### config.mk
export PLATFORM = sky130hd
export DESIGN_NAME = mxv_lane_fifo_flat
export DESIGN_NICKNAME = d
export VERILOG_FILES = /design/src/rtl/mxv_pkg.sv /design/src/rtl/mxv_lane_fifo_if.sv /design/src/rtl/mxv_wrap_ptr.sv /design/src/rtl/mxv_lane_fifo.sv /design/src/flat_wrapper.sv
export SDC_FILE = /design/constraint.sdc
export NUM_CORES = 1
export LEC_CHECK = 0
export CORE_UTILIZATION = 57
export DETAILED_ROUTE_END_ITERATION = 12
export PLACE_DENSITY = 0.78
export SLEW_MARGIN = 20
export SYNTH_ARGS = -nofsm -noshare
export SYNTH_HDL_FRONTEND = slang
export SYNTH_SLANG_ARGS = --single-unit
### constraint.sdc
create_clock -name clk -period 2.61 [get_ports clk]
set_input_delay 0.522 -clock clk [delete_from_list [all_inputs] [get_ports clk]]
set_output_delay 0.522 -clock clk [all_outputs]
set_load 0.02 [all_outputs]
### src/rtl/mxv_pkg.sv
// Shared constants and helpers for the matrix-vector datapath.
// Shared by the lane FIFOs and the lane-select counter.
package mxv_pkg;

    localparam int DATA_WIDTH_DEF = 8;
    localparam int DEPTH_DEF      = 8;
    localparam int LANES          = 4;

    // Smallest r with 2**r >= n; usable in parameter defaults.
    function automatic int ceil_log2(input int n);
        int r;
        r = 0;
        while ((1 << r) < n) begin
            r = r + 1;
        end
        return r;
    endfunction

endpackage

### src/rtl/mxv_lane_fifo_if.sv
// Handshake bundle between the lane-select counter / MAC stage and one lane FIFO.
// Optional sticky error flags are present when MXV_FIFO_ERR_FLAGS_EN is defined.
interface mxv_lane_fifo_if
    import mxv_pkg::*;
#(
    parameter int DATA_WIDTH = DATA_WIDTH_DEF,
    parameter int DEPTH      = DEPTH_DEF,
    parameter int ADDR_WIDTH = ceil_log2(DEPTH)
);

    logic                  push;
    logic                  zero_fill;
    logic [DATA_WIDTH-1:0] data_in;
    logic                  pop;
    logic [DATA_WIDTH-1:0] data_out;
    logic                  data_valid;
    logic [ADDR_WIDTH:0]   count;
    logic                  empty;
    logic                  full;
`ifdef MXV_FIFO_ERR_FLAGS_EN
    logic                  overflow;
    logic                  underflow;

    modport master (
        output push, zero_fill, data_in, pop,
        input  data_out, data_valid, count, empty, full, overflow, underflow
    );
    modport slave (
        input  push, zero_fill, data_in, pop,
        output data_out, data_valid, count, empty, full, overflow, underflow
    );
`else
    modport master (
        output push, zero_fill, data_in, pop,
        input  data_out, data_valid, count, empty, full
    );
    modport slave (
        input  push, zero_fill, data_in, pop,
        output data_out, data_valid, count, empty, full
    );
`endif

endinterface

### src/rtl/mxv_wrap_ptr.sv
// Wrapping FIFO pointer: increments on enable, wraps naturally at 2**ADDR_WIDTH.
module mxv_wrap_ptr #(
    parameter int ADDR_WIDTH = 3
) (
    input  logic                  clk,
    input  logic                  reset,
    input  logic                  inc,
    output logic [ADDR_WIDTH-1:0] ptr
);

    always_ff @(posedge clk) begin
        if (reset) begin
            ptr <= '0;
        end else if (inc) begin
            ptr <= ptr + 1'b1;
        end
    end

endmodule

### src/rtl/mxv_lane_fifo.sv
// Per-lane input FIFO with zero-pad on write and a registered read port.
// Define MXV_FIFO_ERR_FLAGS_EN to add sticky overflow/underflow outputs.
module mxv_lane_fifo
    import mxv_pkg::*;
#(
    parameter int DATA_WIDTH = DATA_WIDTH_DEF,
    parameter int DEPTH      = DEPTH_DEF,
    parameter int ADDR_WIDTH = ceil_log2(DEPTH)
) (
    input  logic              clk,
    input  logic              reset,
    mxv_lane_fifo_if.slave    bus
);

    logic [DATA_WIDTH-1:0] mem [DEPTH];
    logic [ADDR_WIDTH-1:0] wr_ptr;
    logic [ADDR_WIDTH-1:0] rd_ptr;
    logic [ADDR_WIDTH:0]   count;
    logic [ADDR_WIDTH:0]   count_next;
    logic                  empty;
    logic                  full;
    logic [DATA_WIDTH-1:0] data_out;
    logic                  data_valid;
    logic                  push_ok;
    logic                  pop_ok;

    // A full FIFO still takes a push when the same cycle frees the head slot.
    assign push_ok = bus.push && (!full || bus.pop);
    assign pop_ok  = bus.pop && !empty;

    mxv_wrap_ptr #(.ADDR_WIDTH(ADDR_WIDTH)) u_wr_ptr (
        .clk   (clk),
        .reset (reset),
        .inc   (push_ok),
        .ptr   (wr_ptr)
    );

    mxv_wrap_ptr #(.ADDR_WIDTH(ADDR_WIDTH)) u_rd_ptr (
        .clk   (clk),
        .reset (reset),
        .inc   (pop_ok),
        .ptr   (rd_ptr)
    );

    always_comb begin
        count_next = count;
        if (push_ok && !pop_ok) begin
            count_next = count + 1'b1;
        end else if (pop_ok && !push_ok) begin
            count_next = count - 1'b1;
        end
    end

    always_ff @(posedge clk) begin
        if (reset) begin
            count <= '0;
            empty <= 1'b1;
            full  <= 1'b0;
        end else begin
            count <= count_next;
            empty <= (count_next == '0);
            full  <= (count_next == (ADDR_WIDTH+1)'(DEPTH));
        end
    end

    // Storage is never cleared; reset pointers make stale entries unreachable.
    always_ff @(posedge clk) begin
        if (push_ok) begin
            mem[wr_ptr] <= bus.zero_fill ? '0 : bus.data_in;
        end
    end

    always_ff @(posedge clk) begin
        if (reset) begin
            data_out   <= '0;
            data_valid <= 1'b0;
        end else begin
            data_valid <= pop_ok;
            if (pop_ok) begin
                data_out <= mem[rd_ptr];
            end
        end
    end

    assign bus.data_out   = data_out;
    assign bus.data_valid = data_valid;
    assign bus.count      = count;
    assign bus.empty      = empty;
    assign bus.full       = full;

`ifdef MXV_FIFO_ERR_FLAGS_EN
    logic overflow;
    logic underflow;

    always_ff @(posedge clk) begin
        if (reset) begin
            overflow  <= 1'b0;
            underflow <= 1'b0;
        end else begin
            if (bus.push && full && !bus.pop) overflow  <= 1'b1;
            if (bus.pop && empty)             underflow <= 1'b1;
        end
    end

    assign bus.overflow  = overflow;
    assign bus.underflow = underflow;
`endif

endmodule

### src/flat_wrapper.sv
// flat-port wrapper written by rule: the top's interface ports become plain ports
module mxv_lane_fifo_flat import mxv_pkg::*;
#(
    parameter int DATA_WIDTH = DATA_WIDTH_DEF,
    parameter int DEPTH      = DEPTH_DEF,
    parameter int ADDR_WIDTH = ceil_log2(DEPTH)
)
  (clk, reset, bus_push, bus_zero_fill, bus_data_in, bus_pop, bus_data_out, bus_data_valid, bus_count, bus_empty, bus_full);
  mxv_lane_fifo_if #(.DATA_WIDTH(DATA_WIDTH), .DEPTH(DEPTH), .ADDR_WIDTH(ADDR_WIDTH)) bus_i ();
  input  logic clk;
  input  logic reset;
  input wire logic [$bits(bus_i.push)-1:0] bus_push;
  input wire logic [$bits(bus_i.zero_fill)-1:0] bus_zero_fill;
  input wire logic [$bits(bus_i.data_in)-1:0] bus_data_in;
  input wire logic [$bits(bus_i.pop)-1:0] bus_pop;
  output wire logic [$bits(bus_i.data_out)-1:0] bus_data_out;
  output wire logic [$bits(bus_i.data_valid)-1:0] bus_data_valid;
  output wire logic [$bits(bus_i.count)-1:0] bus_count;
  output wire logic [$bits(bus_i.empty)-1:0] bus_empty;
  output wire logic [$bits(bus_i.full)-1:0] bus_full;
  assign bus_i.push = bus_push;
  assign bus_i.zero_fill = bus_zero_fill;
  assign bus_i.data_in = bus_data_in;
  assign bus_i.pop = bus_pop;
  assign bus_data_out = bus_i.data_out;
  assign bus_data_valid = bus_i.data_valid;
  assign bus_count = bus_i.count;
  assign bus_empty = bus_i.empty;
  assign bus_full = bus_i.full;
  mxv_lane_fifo #(.DATA_WIDTH(DATA_WIDTH), .DEPTH(DEPTH), .ADDR_WIDTH(ADDR_WIDTH)) u_core (.clk(clk), .reset(reset), .bus(bus_i));
endmodule
Yosys cells after proc, flatten, opt, wreduce, memory -nomap -nowiden:

Memories as Yosys holds them, arrays and structs flattened. A register that Yosys moved wholly into a read port is not among the register bits.
Cells that the tools add are included.

* $add $sub $neg: 4
* eq/ne operators: 1
* muxes and demuxes: 5
* reduce and logical (&&, ||, !) cells: 10

Operators with widths (number)
* 2-to-1 mux 4 bit: 2
* 2-to-1 mux 8 bit: 1
* adder 3 x 1 -> 3 bit, second input constant: 2
* adder 4 x 1 -> 4 bit, second input constant: 1
* == test 4 bit, second input constant: 1
* logical AND 1 bit: 4
* logical NOT 1 bit: 4
* logical NOT 4 bit: 1
* subtractor 4 x 1 -> 4 bit, second input constant: 1
* 2-to-1 mux 1 bit: 2
* logical OR 1 bit: 1

* register bits: 13
* bits in writable memories: 64
* bits of input ports: 13
* output and inout port bits: 15
* logic and storage cells: 27
* memories kept: 1

Memory list
* u_core.mem: words 8, bits a word 8, rd ports 1, clocked after memory_dff 1, write ports 1, line mxv_lane_fifo.sv:15 `logic [DATA_WIDTH-1:0] mem [DEPTH];`

Logic depth before layout (Yosys ltp):

Gate-level depths: netlist (run 1).

* word-level depth: 8
* depth in mapped cells: 6
* depth with buffers taken out: 6

Modules after synthesis:

From an unflattened synthesis (run 1), not the netlist that was laid out.

* cell total of the unflattened synthesis: 212
* area total of the unflattened synthesis: 3440.8 sq um

Modules (own cells, without submodules)
* mxv_lane_fifo: instances 1, cells each 190, area an instance 3198.1 sq um, seq. area each 2222.1 sq um
* mxv_wrap_ptr: instances 2, cells each 11, area an instance 121.4 sq um, seq. area each 60.1 sq um

Worst setup path before layout (run 1):

Ideal clock, no wire load.

* path kind: input -> register
* start: in bus_push
* end: mem u_core.mem[0][0] in the netlist's numbering, enable pin
* setup time: 0.383 ns
* data arrival time: 1.599 ns
* data required time: 2.227 ns
* setup slack: 0.628 ns
* cell stages on the path: 4
* buffers on the path: 1
* cell sequence: buf_2 -> and2_1 -> nand2b_1 -> nor3_1

* word-level cells in the longest chain between the ends: 3

Ends and longest elaborated chain
* from (decl): line flat_wrapper.sv:12 `input wire logic [$bits(bus_i.push)-1:0] bus_push;`
* logical AND 1 bit: line mxv_lane_fifo.sv:28 `assign push_ok = bus.push && (!full || bus.pop);`
* 2-to-1 mux 1 bit: line mxv_lane_fifo.sv:68 `if (push_ok) begin`
* 2-to-1 mux 1 bit: line mxv_lane_fifo.sv:69 `mem[wr_ptr] <= bus.zero_fill ? '0 : bus.data_in;`
* to (decl): line mxv_lane_fifo.sv:15

No other way between the ends.

Final worst setup path (run 1):

* start: reg u_core.count[1] (netlist: u_core.bus.count[1])
* end: out bus_count[1]

RTL lines
* from (decl): line mxv_lane_fifo.sv:18 `logic [ADDR_WIDTH:0] count;`
* from (signal assigned): line mxv_lane_fifo.sv:60 `count <= count_next;`
* to (decl): line flat_wrapper.sv:18 `output wire logic [$bits(bus_i.count)-1:0] bus_count;`

No word-level cell between the ends.

==> summary.txt, run 1 <==
Status
  • Outcome: completed

Drt
  • Routed Antenna Nets: 0
  • # DRC: 0
  • Iter 0 DRT Violations: 76
  • Wire per inst: 15.9 µm
  • Vias per cell: 5.50
  • WL final: 5.31 mm
  • Vias: 1838
  • Drt first pass iters: 4

Placed design
  • RePlAce Congestion: 0.777
  • Hpwl dp: 3.68 mm
  • Area after DPL: 3840 µm²
  • Port bufs: 27
  • Worst slack at placement: 0.303 ns

Layout
  • Fillers: 387
  • Nets: 274
  • Post-route cell area: 4020 µm²
  • Antenna cells: 0
  • Commonest non-fill, non-tap cell in the layout: edfxtp_1
  • Commonest cells after routing, fill and taps aside: 64 x edfxtp_1, 27 x clkdlybuf4s50_1, 21 x nor2_1, 21 x dfxtp_1, 16 x mux4_2
  • Share of cells above drive strength 1: 19.5%
  • Area grow syn2layout: 16.5%

Yosys
  • Distinct cells, synth: 37
  • Syn_area_per_cell: 15.9 µm²
  • Sequential area share after synthesis: 67.9%
  • Post-synthesis instance total: 217
  • Syn Nets: 234
  • FF+latch count, synth: 85
  • Yosys warnings: 0
  • Cell Area, Synth: 3450 µm²

Critical path
  • Worst Path Max Fanout: 8
  • R2R Path End: u_core.bus.data_out[4]
  • Worst Setup SP: u_core.bus.count[1]
  • Critical Path Sink: bus_count[1]
  • WP buf/inv: 1
  • CP max-delay cell: clkdlybuf4s50_1
  • Crit path max-delay family: buffers and inverters
  • Crit. End Element: output port
  • Worst reg2reg path startpoint: u_core.u_rd_ptr.ptr[1]
  • Worst-path cell chain: clkdlybuf4s50_1
  • Setup slack, reg-to-reg: 0.97 ns
  • FF-to-FF path depth: 3
  • Crit-path max cell delay: 0.66 ns
  • Worst EP required: 2.09 ns
  • WS Path Type: register to output port
  • Crit path launch type: register
  • Cell depth of the worst setup path: 1
  • Arrival @ worst endpoint: 1.49 ns

STA
  • Tcrit/Tclk final: 77.1%
  • F_max: 0.497 GHz
  • Final WS setup: 0.598 ns
  • Final slew viol count: 0
  • Slew @ Worst Pin: 0.745 ns
  • Unrepaired setup endpoints after global routing: no
  • Clock skew: 0.00691 ns
  • Tmin final: 2.01 ns
  • Final Hold Viols: 0
  • Final setup viols: 0
  • Headroom to the max-slew limit: 50.2%
  • Sum Neg Setup Slack: 0 ns

Global route
  • Vias in the first global route: 1721
  • Tot GR Track Use: 19.2%
  • Global-route wire length before repair: 8.69 mm
  • Pin count of the biggest net entering global routing: 20
  • GRT overflow: 0
  • Initial antenna violation count: 0

Clock tree
  • CTS buffer count: 9
  • Root buf cell: clkbuf_8
  • Clock slew at reported path FFs: 0.09 ns
  • CTS sink cnt: 85
  • # resized after CTS: 0
  • H-Tree Depth: 3
  • CTS Hold Bufs: 0
  • Postcts setup bufs: 0
  • CTS Buffer Depth: 2
  • Clock latency on the worst-skew pair: 0.35 ns
  • Clock tree from TritonCTS: done

Pwr
  • Power density cells: 745 nW/µm²
  • Maximum vdd drop: 0.000598 V
  • Static Leak: 0.00132 µW

Floorplan
  • Die width: 79.8 µm
  • Initial core utilization: 60.7%
  • Core footprint: 5680 µm²
  • Row count: 27
  • Boundary pin count: 28
  • DIE AREA: 6360 µm²
  • Die Ht: 79.8 µm

Worst hold path
  • Worst min path class: register to register

Run
  • Max Cap Viol: 0
[cell usage after synthesis]
cell type | count | area (µm²)
nor3b_1 | 1 | 7.51
nand2b_1 | 5 | 31.3
edfxtp_1 | 64 | 1920
nand3_2 | 1 | 10.0
nor2b_1 | 12 | 75.1
mux4_2 | 16 | 360
nand2b_2 | 2 | 17.5
buf_4 | 1 | 7.51
a32o_1 | 1 | 10.0
a2bb2oi_1 | 1 | 8.76
o21bai_1 | 1 | 7.51
ha_1 | 4 | 50.1
clkbuf_1 | 2 | 7.51
mux2_4 | 1 | 15.0
mux2i_1 | 8 | 80.1
nand3_1 | 3 | 15.0
xnor2_1 | 1 | 8.76
o21ba_1 | 1 | 10.0
nand4_1 | 1 | 6.26
a211oi_1 | 8 | 60.1
a21oi_1 | 7 | 35.0
buf_1 | 1 | 3.75
dfxtp_1 | 21 | 420
and2_1 | 3 | 18.8
a211oi_2 | 1 | 12.5
and3_1 | 1 | 6.26
nor2_1 | 21 | 78.8
nand2_1 | 10 | 37.5
nor3b_2 | 1 | 12.5
o21ai_0 | 2 | 10.0
nor3_1 | 3 | 15.0
and4b_1 | 1 | 10.0
xor2_1 | 2 | 17.5
buf_2 | 5 | 25.0
inv_1 | 2 | 7.51
buf_6 | 1 | 11.3
a311oi_2 | 1 | 15.0
[worst min path at each step]
stage / endpoint / cells past startpoint / startpoint
after floorplan: u_core.u_wr_ptr.ptr[0] / 2 / u_core.u_wr_ptr.ptr[0]
after global placement: u_core.u_wr_ptr.ptr[0] / 2 / u_core.u_wr_ptr.ptr[0]
after detailed placement: u_core.u_wr_ptr.ptr[0] / 2 / u_core.u_wr_ptr.ptr[0]
after CTS: u_core.u_wr_ptr.ptr[0] / 2 / u_core.u_wr_ptr.ptr[0]
after global routing: u_core.u_wr_ptr.ptr[0] / 2 / u_core.u_wr_ptr.ptr[0]
final: u_core.u_wr_ptr.ptr[0] / 2 / u_core.u_wr_ptr.ptr[0]
[registers in the layout, summed over array words and instances (netlist names)]
signal                 cells
u_core.mem                64
u_core.bus.data_out        8
u_core.bus.count           4
u_core.u_rd_ptr.ptr        3
u_core.u_wr_ptr.ptr        3
u_core.bus.data_valid      1
u_core.bus.empty           1
u_core.bus.full            1
[routing by layer]
metal | wire length (µm) | track usage (%)
met1 | 2580 | 27.4
met2 | 2420 | 27.9
met3 | 262 | 6.17
met4 | 53 | 6.96
met5 | 0 | 0
[power by group]
part / total (µW) / internal [µW] / switching [µW]
logic: 582 / 300 / 282
registers: 1590 / 1530 / 64.0
clock network: 816 / 348 / 468
[cell families (layout without fill, tap and decap cells)]
family          Yosys count  in the layout  synth area share [%]
flops                    85             85                  67.9
mux                      25             25                  13.2
xor+xnor                  3              3                 0.762
buf+inv                  12             57                  1.81
simple gates             65             65                  9.91
compound gates           23             23                  4.90
fa+ha+maj                 4              4                  1.45
[stage by stage]
| step | power (µW) | hold slack, ns | instances | utilization, % |
|---|---|---|---|---|
| 6_report | 2990 | 0.492 | 334 | 70.8 |
| 4_1_cts | 3020 | 0.496 | 334 | 70.8 |
| 3_5_place_dp | 2210 | 0.483 | 318 | 67.7 |
| 3_3_place_gp | 2200 | 0.487 | 318 | 67.7 |
| 2_1_floorplan | 2020 | 0.462 | 217 | - |
| 5_1_grt | 3140 | 0.521 | 334 | 70.8 |
[area by class of cell]
type / count / area, µm² / area share, %
Inverter: 2 / 7.51 / 0.187
Timing Repair Buffer: 39 / 360 / 8.97
Multi-Input combinational cell: 120 / 1040 / 26.0
Tap cell: 72 / 90.1 / 2.24
Clock inverter: 7 / 50.0 / 1.25
Sequential cell: 85 / 2340 / 58.3
Clock buffer: 9 / 124 / 3.08
No activity file was read; power rests on OpenSTA's default activity.
==> inputs of run 2 (changes only) <==
--- a/config.mk
+++ b/config.mk
@@ -5,9 +5,9 @@
 export SDC_FILE = /design/constraint.sdc
 export NUM_CORES = 1
 export LEC_CHECK = 0
-export CORE_UTILIZATION = 57
+export CORE_UTILIZATION = 51
 export DETAILED_ROUTE_END_ITERATION = 12
-export PLACE_DENSITY = 0.78
+export PLACE_DENSITY = 0.74
 export SLEW_MARGIN = 20
 export SYNTH_ARGS = -nofsm -noshare
 export SYNTH_HDL_FRONTEND = slang
==> constraint.sdc (replaced) <==
create_clock -name clk -period 1.75 [get_ports clk]
set_input_delay 0.35 -clock clk [delete_from_list [all_inputs] [get_ports clk]]
set_output_delay 0.35 -clock clk [all_outputs]
set_load 0.02 [all_outputs]
==> run 2 against run 1 <==
  * The flow now finishes with violations (DRC)
  * Combinational power increased by 62%
  * Clock power grew 92%
  * Sequential share of layout area shrank 2.9 points
  * Register-to-register slack lost 0.78 ns
  * Global-route usage is 0.051 points higher
  * First-iteration DRC count grew 84%
  * Worst hold slack lost 0.00079 ns
  * Critical endpoint is now u_core.mem[2][4]
  * Highest routed layer unchanged
==> summary.txt, run 2 (same netlist as run 1, synthesis figures left out) <==
Status
  • Outcome: finished, violations left (was completed)
  • Failing checks: DRC

STA
  • WHS: 0.491 ns (was 0.492 ns)
  • Final slew viol count: 0 (unchanged)
  • Final Hold Viols: 0 (unchanged)
  • Slew @ Worst Pin: 0.574 ns (was 0.745 ns)
  • Sum Neg Setup Slack: 0 ns (unchanged)
  • Unrepaired setup endpoints after global routing: no (unchanged)
  • Clock skew: 0.0152 ns (was 0.00691 ns)
  • Tmin final: 1.71 ns
  • F_max: 0.586 GHz
  • Final setup viols: 0 (unchanged)
  • Headroom to the max-slew limit: 61.7% (was 50.2%)
  • Tcrit/Tclk final: 97.5%

Layout
  • Share of cells above drive strength 1: 25.9% (was 19.5%)
  • Commonest cells after routing, fill and taps aside: 64 x edfxtp_1, 27 x buf_4, 22 x clkdlybuf4s50_1 (was 64 x edfxtp_1, 27 x clkdlybuf4s50_1, 21 x nor2_1, 21 x dfxtp_1, 16 x mux4_2)
  • Biggest regs: u_core.mem: 64 flops, u_core.bus.data_out: 8 flops, u_core.bus.count: 4 flops (unchanged)
  • Largest Register: u_core.mem (unchanged)
  • Number of flip-flops in the largest register: 64 (unchanged)
  • Commonest non-fill, non-tap cell in the layout: edfxtp_1 (unchanged)
  • Fillers: 467 (was 387)
  • Area grow syn2layout: 22.7% (was 16.5%)
  • Nets: 290 (was 274)
  • Antenna cells: 0 (unchanged)

Drt
  • Iter 0 DRT Violations: 140 (was 76)
  • Wire per inst: 17.1 µm (was 15.9 µm)
  • Vias: 1934 (was 1838)
  • Drt first pass iters: 8 (was 4)
  • WL final: 6.06 mm (was 5.31 mm)
  • # DRC: 10 (was 0)
  • Vias per cell: 5.45 (was 5.50)
  • Routed Antenna Nets: 0 (unchanged)

Clock tree
  • Clock slew at reported path FFs: 0.08 ns (was 0.09 ns)
  • Root buf cell: clkbuf_8 (unchanged)
  • CTS sink cnt: 85 (unchanged)
  • Clock latency on the worst-skew pair: 0.35 ns (about the same)
  • CTS Hold Bufs: 0 (unchanged)
  • CTS buffer count: 9 (unchanged)
  • H-Tree Depth: 3 (unchanged)
  • Postcts setup bufs: 0 (unchanged)
  • Clock tree from TritonCTS: done (unchanged)
  • CTS Buffer Depth: 2 (unchanged)

Pwr
  • Static Leak: 0.00147 µW (was 0.00132 µW)
  • Maximum vdd drop: 0.000701 V (was 0.000598 V)
  • Power density cells: 1150 nW/µm² (was 745 nW/µm²)

Floorplan
  • Boundary pin count: 28 (unchanged)
  • DIE AREA: 7090 µm² (was 6360 µm²)
  • Row count: 29 (was 27)
  • Core footprint: 6420 µm² (was 5680 µm²)
  • Die Ht: 84.2 µm (was 79.8 µm)
  • Initial core utilization: 53.7% (was 60.7%)
  • Die width: 84.2 µm (was 79.8 µm)

Critical path
  • Worst-path cell chain: clkdlybuf4s50_1 > nand2b_4 > and2_1 > nand2b_1 > nor2_1 > buf_4 (was clkdlybuf4s50_1)
  • Crit. End Element: register (was output port)
  • WS Path Type: input pin to register (was register to output port)
  • Worst Path Max Fanout: 8 (unchanged)
  • Crit path max-delay family: buffers and inverters (unchanged)
  • Arrival @ worst endpoint: 1.76 ns (was 1.49 ns)
  • CP max-delay cell: clkdlybuf4s50_1 (unchanged)
  • Crit-path max cell delay: 0.52 ns (was 0.66 ns)
  • WP buf/inv: 2 (was 1)
  • Crit path launch type: input pin (was register)
  • Worst reg2reg path startpoint: u_core.bus.empty (was u_core.u_rd_ptr.ptr[1])
  • Worst Setup SP: bus_pop (was u_core.bus.count[1])
  • Worst EP required: 1.81 ns (was 2.09 ns)

Global route
  • Pin count of the biggest net entering global routing: 20 (unchanged)
  • Initial antenna violation count: 0 (unchanged)
  • Tot GR Track Use: 19.3% (was 19.2%)
  • GRT overflow: 0 (unchanged)
  • Global-route wire length before repair: 9.98 mm (was 8.69 mm)
  • Vias in the first global route: 1915 (was 1721)

Placed design
  • RePlAce Congestion: 0.754 (was 0.777)
  • Port bufs: 27 (unchanged)
  • Hpwl dp: 3.91 mm (was 3.68 mm)

Worst hold path
  • Worst min path class: register to register (unchanged)
  • Hold Crit Start: u_core.u_wr_ptr.ptr[0] (unchanged)

Run
  • Max Cap Viol: 0 (unchanged)
-- run 2: final timing paths --
check	slack (ns)	cells after the start	to
min	0.49	2	u_core.u_wr_ptr.ptr[0]
min reg2reg	0.49	2	u_core.u_wr_ptr.ptr[0]
max reg2reg	0.19	6	u_core.bus.empty
max	0.04	6	u_core.mem[2][4]
-- run 2: stage by stage --
| step | worst slack [ns] | utilization [%] | cells | area, µm² | total power [µW] |
|---|---|---|---|---|---|
| after floorplan | 0.166 | - | 217 | 3460 | 3020 |
| after global placement | -0.297 | 62.1 | 339 | 3990 | 3350 |
| after detailed placement | -0.310 | 62.1 | 339 | 3990 | 3370 |
| after CTS | 0.00837 | 65.6 | 355 | 4210 | 4910 |
| after global routing | 0.00432 | 65.9 | 355 | 4230 | 5100 |
| final | 0.0431 | 65.9 | 355 | 4230 | 4880 |
-- run 2: cell type report --
type / instances / area [µm²] / area share, %
clock inverters: 7 / 104 / 2.45
flip-flops and latches: 85 / 2340 / 55.4
well taps: 77 / 96.3 / 2.28
multi-input cells: 120 / 1060 / 25.1
clock buffers: 9 / 124 / 2.93
inverters: 2 / 7.51 / 0.177
repair buffers: 55 / 490 / 11.6
-- run 2: power breakdown --
part	switching, µW	internal (µW)	total, µW
Combinational	456	489	945
Sequential	86.3	2280	2370
Clock	743	823	1570
-- run 2: per-layer routing --
| layer | wire length, µm | GRT usage, % | vias up |
|---|---|---|---|
| li1 | - | - | 935 |
| met1 | 2890 | 26.1 | 945 |
| met2 | 2840 | 30.3 | 46 |
| met3 | 242 | 4.92 | 8 |
| met4 | 87 | 7.84 | 0 |
| met5 | 0 | 0 | - |
-- run 2: worst reg2reg max path: stages, from the launching register on --
cell and delay, ns:
dfxtp_1 0.45, nand2b_2 0.24, buf_4 0.14, nand4_1 0.11, a211oi_2 0.27, a311oi_2 0.08, o21ba_1 0.18
-- run 2: timing repair --
item                                    4_1_cts  5_1_grt
endpoints found under the setup margin        4       16
cloned                                        0        0
hold endpoints to repair                      0        0
pin swaps                                     0        0
gates resized for setup                       4        5
==> inputs of run 3 (changes only) <==
--- a/config.mk
+++ b/config.mk
@@ -5,9 +5,11 @@
 export SDC_FILE = /design/constraint.sdc
 export NUM_CORES = 1
 export LEC_CHECK = 0
-export CORE_UTILIZATION = 51
+export ABC_CLOCK_PERIOD_IN_PS = 1750
+export CORE_UTILIZATION = 54
+export CTS_BUF_LIST = sky130_fd_sc_hd__clkbuf_4
 export DETAILED_ROUTE_END_ITERATION = 12
-export PLACE_DENSITY = 0.74
+export PLACE_DENSITY = 0.78
 export SLEW_MARGIN = 20
 export SYNTH_ARGS = -nofsm -noshare
 export SYNTH_HDL_FRONTEND = slang
==> run 3 against run 2 <==
  * The run now ends clean
  * Routed wire length up 3.4%
  * Worst hold slack better by 0.015 ns
  * Utilization up 2.3 points
  * Count of clock-buffer cells in the layout up 2
  * First-iteration DRC count down 45%
  * Sequential power about the same
  * Largest cell class unchanged
  * Largest power group unchanged
==> summary.txt, run 3 (same netlist as run 1, synthesis figures left out) <==
Status
  • Outcome: completed (was finished, violations left)

Critical path
  • Worst EP required: 1.89 ns (was 1.81 ns)
  • Worst Path Max Fanout: 7 (was 8)
  • Crit path launch type: input pin (unchanged)
  • WS Path Type: input pin to register (unchanged)
  • Crit. End Element: register (unchanged)
  • Arrival @ worst endpoint: 1.76 ns (about the same)

STA
  • Unrepaired setup endpoints after global routing: no (unchanged)
  • Final slew viol count: 0 (unchanged)
  • Tcrit/Tclk final: 92.5% (was 97.5%)
  • Headroom to the max-slew limit: 63.0% (was 61.7%)
  • F_max: 0.617 GHz (was 0.586 GHz)
  • Final WS setup: 0.130 ns (was 0.0431 ns)
  • Clock skew: 0.0114 ns (was 0.0152 ns)
  • Slew @ Worst Pin: 0.554 ns (was 0.574 ns)
  • Final setup viols: 0 (unchanged)
  • Final Hold Viols: 0 (unchanged)
  • Tmin final: 1.62 ns (was 1.71 ns)

Layout
  • Area grow syn2layout: 19.1% (was 22.7%)
  • Share of cells above drive strength 1: 24.5% (was 25.9%)
  • Antenna cells: 0 (unchanged)
  • Nets: 289 (was 290)
  • Commonest non-fill, non-tap cell in the layout: edfxtp_1 (unchanged)
  • Biggest regs: u_core.mem: 64 flops, u_core.bus.data_out: 8 flops, u_core.bus.count: 4 flops (unchanged)
  • Commonest cells after routing, fill and taps aside: 64 x edfxtp_1, 26 x buf_4, 21 x nor2_1, 21 x dfxtp_1, 16 x mux4_2 (was 64 x edfxtp_1, 27 x buf_4, 22 x clkdlybuf4s50_1)
  • Largest Register: u_core.mem (unchanged)
  • Number of flip-flops in the largest register: 64 (unchanged)
  • Final cell count without fillers: 352 (was 355)

Global route
  • Tot GR Track Use: 21.2% (was 19.3%)
  • Vias in the first global route: 1962 (was 1915)
  • Met3 Use GR: 4.11% (was 4.92%)
  • Met1 Use GR: 25.4% (was 26.1%)
  • Global-route wire length before repair: 9.76 mm (was 9.98 mm)
  • GRT overflow: 0 (unchanged)
  • Met2 usage: 35.4% (was 30.3%)
  • Global routing's busiest layer: met2 (unchanged)
  • Pin count of the biggest net entering global routing: 20 (unchanged)
  • Initial antenna violation count: 0 (unchanged)

Pwr
  • Static Leak: 0.00155 µW (was 0.00147 µW)
  • Maximum vdd drop: 0.000581 V (was 0.000701 V)
  • Power density cells: 1030 nW/µm² (was 1150 nW/µm²)

Clock tree
  • Clock tree from TritonCTS: done (unchanged)
  • Clock slew at reported path FFs: 0.12 ns (was 0.08 ns)
  • CTS buffer count: 9 (unchanged)
  • CTS sink cnt: 85 (unchanged)
  • CTS Buffer Depth: 2 (unchanged)
  • Postcts setup bufs: 0 (unchanged)
  • Root buf cell: clkbuf_4 (was clkbuf_8)
  • CTS Hold Bufs: 0 (unchanged)
  • Clock latency on the worst-skew pair: 0.41 ns (was 0.35 ns)
  • H-Tree Depth: 3 (unchanged)
  • # resized after CTS: 7 (was 4)

Floorplan
  • DIE AREA: 6710 µm² (was 7090 µm²)
  • Die width: 81.9 µm (was 84.2 µm)
  • Core footprint: 6030 µm² (was 6420 µm²)
  • Initial core utilization: 57.2% (was 53.7%)
  • Die Ht: 81.9 µm (was 84.2 µm)
  • Boundary pin count: 28 (unchanged)
  • Row count: 28 (was 29)

Drt
  • Wire per inst: 17.8 µm (was 17.1 µm)
  • Vias per cell: 5.60 (was 5.45)
  • Routed Antenna Nets: 0 (unchanged)
  • Iter 0 DRT Violations: 77 (was 140)
  • WL final: 6.27 mm (was 6.06 mm)
  • # DRC: 0 (was 10)
  • Drt first pass iters: 4 (was 8)
  • Vias: 1971 (was 1934)

Placed design
  • Hpwl dp: 4.44 mm (was 3.91 mm)
  • Worst slack at placement: -0.334 ns (was -0.310 ns)
  • Port bufs: 27 (unchanged)
  • Placed cells: 336 (was 339)
  • RePlAce Congestion: 0.806 (was 0.754)

Worst hold path
  • Worst min path class: register to register (unchanged)

Run
  • Max Cap Viol: 0 (unchanged)
-- run 3: cell types whose count changed in the layout (fill, tap and decap cells not counted), moves of 3 or more --
cell             delta
clkbuf_8            -9
dlymetal6s2s_1      +7
clkdlybuf4s50_1    -10
dlygate4sd2_1       +3
clkinv_2            +3
clkbuf_4           +11
-- run 3: layout make-up --
class	count	area, µm²
fill	414	1920
inverter	2	7.51
sequential	85	2340
clock inverter	5	27.5
timing repair buffer	54	497
clock buffer	11	82.6
multi-input combinational	120	1050
tap	75	93.8
-- run 3: routing by layer --
metal	wire length [µm]	part of all wire [%]
met5	0	0
met4	143	2.3
met3	254	4.1
met2	3240	52
met1	2640	42
-- run 3: power by group --
part	internal, µW	switching [µW]
sequential	2280	88.5
combinational	460	463
clock	316	617
total	3060	1170
-- run 3: metrics by stage --
stage | TNS (ns) | hold slack [ns] | total power (µW) | utilization (%) | instance area (µm²)
final | 0 | 0.506 | 4220 | 68.1 | 4110
after global routing | 0 | 0.534 | 4410 | 68.1 | 4110
after CTS | 0 | 0.511 | 4270 | 67.8 | 4080
after detailed placement | -20.95 | 0.494 | 3380 | 66.1 | 3980
after global placement | -19.66 | 0.488 | 3350 | 66.1 | 3980
after floorplan | 0 | 0.462 | 3020 | - | 3460
-- run 3: path summary, 6_finish.rpt --
check / from / to / slack [ns] / cells past startpoint
setup / recovery: bus_pop / u_core.mem[1][1] / 0.13 / 6
hold / removal: u_core.bus.data_out[5] / u_core.bus.data_out[5] / 0.51 / 2
setup reg to reg: u_core.u_rd_ptr.ptr[0] / u_core.bus.data_out[7] / 0.17 / 4
hold reg to reg: u_core.bus.data_out[5] / u_core.bus.data_out[5] / 0.51 / 2
-- run 3: worst max-delay path: stages --
cell and delay (ns):
clkdlybuf4s50_1 0.53, nand2b_2 0.21, and2_4 0.18, nand2_1 0.12, nor3_2 0.18, buf_4 0.18
